[config.mk]
export PLATFORM = sky130hd
export DESIGN_NAME = dict_decode
export DESIGN_NICKNAME = d
export VERILOG_FILES = /design/src/rtl/dict_decode.sv
export SDC_FILE = /design/constraint.sdc
export NUM_CORES = 2
export LEC_CHECK = 0
export ABC_AREA = 1
export BUFFER_PORTS_ARGS = -buffer_cell sky130_fd_sc_hd__clkbuf_2
export CAP_MARGIN = 20
export CORE_MARGIN = 8
export CORE_UTILIZATION = 55
export CTS_CLUSTER_SIZE = 12
export DETAILED_ROUTE_END_ITERATION = 7
export PLACE_DENSITY = 0.75
export RECOVER_POWER = 25
export SYNTH_ARGS = -nofsm -noshare
export SYNTH_HDL_FRONTEND = slang
export SYNTH_SLANG_ARGS = --single-unit
[constraint.sdc]
create_clock -name clk -period 3.5 [get_ports clk]
set_input_delay 0 -clock clk [delete_from_list [all_inputs] [get_ports clk]]
set_output_delay 0 -clock clk [all_outputs]
set_load 0.005 [all_outputs]
[src/rtl/dict_decode.sv]
// Dictionary (LZ-style) token decoder: literals pass through, match tokens
// replay up to MAX_LEN bytes from a 2^HIST_AW-byte history of emitted output.
module dict_decode #(
    parameter int HIST_AW = 8,
    parameter int MAX_LEN = 4
) (
    input  logic       clk,
    input  logic       reset,
    input  logic       token_valid,
    output logic       token_ready,
    input  logic       token_is_match,
    input  logic [7:0] token_data,
    input  logic [1:0] token_len,
    output logic       out_valid,
    input  logic       out_ready,
    output logic [7:0] out_data,
    output logic       busy
);

    localparam int DEPTH = 1 << HIST_AW;
    localparam int LW = (MAX_LEN > 1) ? $clog2(MAX_LEN) : 1;

    typedef enum logic {
        IDLE = 1'b0,
        COPY = 1'b1
    } state_e;

    state_e             state_q, state_d;
    logic               out_valid_q, out_valid_d;
    logic [7:0]         out_data_q, out_data_d;
    logic [HIST_AW-1:0] wr_ptr_q, wr_ptr_d;
    logic [HIST_AW-1:0] src_ptr_q, src_ptr_d;
    logic [LW-1:0]      rem_q, rem_d;
    logic [7:0]         hist_q [DEPTH];

    logic       slot_free;
    logic       accept;
    logic       emit;
    logic [7:0] emit_byte;

    assign slot_free   = !out_valid_q || out_ready;
    assign token_ready = (state_q == IDLE) && slot_free;
    assign accept      = token_valid && token_ready;
    assign busy        = (state_q == COPY);
    assign out_valid   = out_valid_q;
    assign out_data    = out_data_q;

    always_comb begin
        state_d   = state_q;
        src_ptr_d = src_ptr_q;
        rem_d     = rem_q;
        emit      = 1'b0;
        emit_byte = 8'h00;
        unique case (state_q)
            IDLE: begin
                if (accept) begin
                    if (token_is_match) begin
                        // offset = token_data + 1, so source = wr - data - 1
                        src_ptr_d = wr_ptr_q - HIST_AW'(token_data)
                                  - HIST_AW'(1);
                        rem_d     = LW'(token_len);
                        state_d   = COPY;
                    end else begin
                        emit      = 1'b1;
                        emit_byte = token_data;
                    end
                end
            end
            COPY: begin
                if (slot_free) begin
                    emit      = 1'b1;
                    emit_byte = hist_q[src_ptr_q];
                    src_ptr_d = src_ptr_q + HIST_AW'(1);
                    if (rem_q == '0) begin
                        state_d = IDLE;
                    end else begin
                        rem_d = rem_q - LW'(1);
                    end
                end
            end
            default: state_d = IDLE;
        endcase
    end

    always_comb begin
        out_valid_d = emit || (out_valid_q && !out_ready);
        out_data_d  = emit ? emit_byte : out_data_q;
        wr_ptr_d    = emit ? wr_ptr_q + HIST_AW'(1) : wr_ptr_q;
    end

    always_ff @(posedge clk) begin
        if (reset) begin
            state_q     <= IDLE;
            out_valid_q <= 1'b0;
            out_data_q  <= 8'h00;
            wr_ptr_q    <= '0;
            src_ptr_q   <= '0;
            rem_q       <= '0;
            for (int i = 0; i < DEPTH; i++) begin
                hist_q[i] <= 8'h00;
            end
        end else begin
            state_q     <= state_d;
            out_valid_q <= out_valid_d;
            out_data_q  <= out_data_d;
            wr_ptr_q    <= wr_ptr_d;
            src_ptr_q   <= src_ptr_d;
            rem_q       <= rem_d;
            if (emit) begin
                hist_q[wr_ptr_q] <= emit_byte;
            end
        end
    end

endmodule

==> run summary <==
Relative slew slack: 23.6%
Top-count cell post-synth: nand2_1
Reg area: 62200 um2
Avg WL per Cell: 22.8 um
Final wirelength: 286 mm
Cell count of the worst reg-to-reg path: 14
Num Clock Sinks: 2084
Nets: 10100
# fillers: 13700
Root buf cell: clkbuf_16
Synth top area share: 63.6%
Synth-to-Final Area Change: 12.7%
Worst slack, placed: -21.9 ps
Final worst-path cycle share: 100%
Routability cong.: 0.949
R2R Path End: hist_q[25][2]$_SDFFCE_PN0P_
Final setup fails: 2
DRT Pass-1 Iters: 8
Worst setup SP type: flop
CP max stage cell: dfxtp_4
Pwr per Cell Area: 534 nW/um2
Die width: 435 um
Die Area: 189000 um2
WP data required: 4110 ps
Synth cell count leaders: nand2_1, nor2_1, edfxtp_1
Post-DP HPWL: 177 mm
Syn Nets: 9907
Antenna-violating nets left: 0
Post-synthesis sequential area ratio: 64.4%
Post-synth top flop: edfxtp_1
Footprint of the multi-input gates: 29200 um2
Post-layout min period: 3500 ps
DP Area: 102000 um2
Via Count: 75900
Failing checks: setup timing
F_max: 0.286 GHz
R2R setup slack: -3 ps
Largest net degree at the start of global routing: 86
CP cell instances: inv_8 -> buf_12 -> nand3_1 -> nand3_1 -> nand3_1 -> nand2_1 -> nand2_1 -> nand2_1 -> nand2_1 -> nand3_1 -> nand3_1 -> and2_4 -> buf_16 -> nor2_1
Syn_area_per_cell: 9.78 um2
TritonCTS clock tree: built
Vias per cell: 6.05
Status: complete, but fails checks
Crit-path most repeated cell: nand3_1
Worst-path fanout max: 76
Most area-hungry cell type in the Yosys netlist: edfxtp_1
Synth top area cells: edfxtp_1, nand2_1, nand3_1, nor2_1, buf_6
Clock buffer depth: 3
Worst Hold Class: in -> reg
Die height: 435 um
First-pass GRT wire length: 423 mm
Clock Latency Late Sink: 910 ps
DR iter-0 viols: 11500
H-tree depth: 4
Vias in the first global route: 72500
Pins Over Slew Limit: 0
Setup CP Type: reg -> reg
Worst slew pin tran: 1140 ps
Crit. End Element: flop
EDFF count, synth: 2048
Synth warn: 0
Endpoints failing hold: 0
Post-synthesis cell type count: 34
Core ar.: 175000 um2
Core Util, Final: 62.1%
Max IR drop VDD: 0.000455 V
TNS Setup: -3.68 ps
Gr usage total: 28.6%
Setup crit end: hist_q[25][2]$_SDFFCE_PN0P_
Synthesis-stage register bit count: 2084
Layout cells sized above 1: 10.0%
Clk pin slew, worst setup/hold paths: 60 ps
Mapped Area: 96600 um2
Overall power: 58100 uW
Post-synth ARST share: 0%
Initial antenna violation count: 8
GRT overflow: 0
Crit-path max cell delay: 580 ps
Top-Level Pins: 26
Clock skew: 69.4 ps
Leakage power: 0.0397 uW
TritonCTS buffer count: 205
Max Cap Viol: 0
IO buf count: 25
Num rows: 154
Synth Instances: 9878
Initial core utilization: 55.1%
Finished Cell Area: 109000 um2
Drt drc: 0
Final Worst Setup Slack: -2.56 ps
RSZ-0062 raised after global routing: true
WP data arrival: 4110 ps
-- critical path: cells and delay by family (launching register included) --
kind                   cells  cell delay (ps)
and+or+nand+nor           11             1700
DFF                        1              580
buffers and inverters      3              770
-- per-stage QoR --
stage	hold WS, ps	instances
after floorplan	161	9878
after global placement	263	12100
after detailed placement	285	12100
after CTS	161	12500
after global routing	223	12500
final	249	12500
-- area by class of cell --
type	instances	area share (%)
timing repair inverter	2	0.0207
tap	2340	2.69
timing repair buffer	713	7.31
antenna	9	0.0207
clock buffer	286	5.08
multi-input combinational	6979	26.8
inverter	72	0.315
clock inverter	50	0.568
sequential	2084	57.2
-- power by group --
part	internal (uW)	switching [uW]
registers	28200	323
logic	2570	6260
clock network	11300	9440
total	42100	16000
-- timing repair --
| action | 4_1_cts | 5_1_grt |
|---|---|---|
| endpoints found under the hold margin | 75 | 0 |
| pin swaps | 1 | 2 |
| hold buffers | 36 | 0 |
| cloned | 1 | 12 |
| setup endpoints to repair | 53 | 938 |
| setup buffers | 4 | 21 |
| resized for setup | 0 | 37 |
-- logic make-up after synthesis --
kind of cell | share of synthesized area, %
compound gates | 0.274
flops | 64.4
fa+ha+maj | 0.189
xor+xnor | 0.0272
simple gates | 29.6
buf+inv | 5.52
-- registers in the layout, indices dropped and copies added (netlist names), named ones only --
signal	count
hist_q	2048
out_data	8
src_ptr_q	8
wr_ptr_q	8
rem_q	2
busy	1
out_valid	1
-- per-layer routing --
layer	GRT usage [%]	part of all wire, %	wire, um
met1	37.0	35	101000
met5	0	0.017	48
met2	45.4	46	132000
met3	6.58	13	37600
met4	15.1	5.6	16100
-- placed cells by master (no fill, tap or decap), types with 4 or more instances in the layout --
cell           netlist  routed
a31oi_1              7       7
nand3_2              0       5
a21oi_1             20      20
nand3_1           1963    1957
edfxtp_1          2048    2048
inv_2                8       6
buf_12               1     160
buf_6              219       4
and2_4               0       7
clkbuf_16            0     217
nand2_1           2805    2800
nor2_1            2061    2059
inv_1               54      52
clkbuf_8             0       5
nand2_2              0       5
dfxtp_1             36      31
diode_2              0       9
clkbuf_1           124      81
nor3_2               7      19
clkinv_1             8      30
o21ai_0             21      21
buf_4               66     458
ha_1                13      13
clkbuf_2             0      18
dlygate4sd3_1        0      36
inv_16               0       4
dfxtp_4              0       4
bufinv_16            0       5
inv_8                0       4
nor2_2              46      48
clkinv_2             0       9
clkinv_16            0       9
buf_16               0      20
-- worst min-delay path by stage --
stage,from,endpoint,slack [ps],cells after the start
after floorplan,token_len[1],rem_q[1]$_SDFFE_PP0P_,160,2
final,token_data[0],out_data[0]$_SDFFE_PP0N_,250,6
after detailed placement,token_len[1],rem_q[1]$_SDFFE_PP0P_,290,3
after global routing,reset,wr_ptr_q[7]$_SDFFE_PP0N_,220,3
after global placement,token_len[1],rem_q[1]$_SDFFE_PP0P_,260,3
after CTS,reset,wr_ptr_q[7]$_SDFFE_PP0N_,160,3
Note: power is estimated with default switching activity, not from simulation.
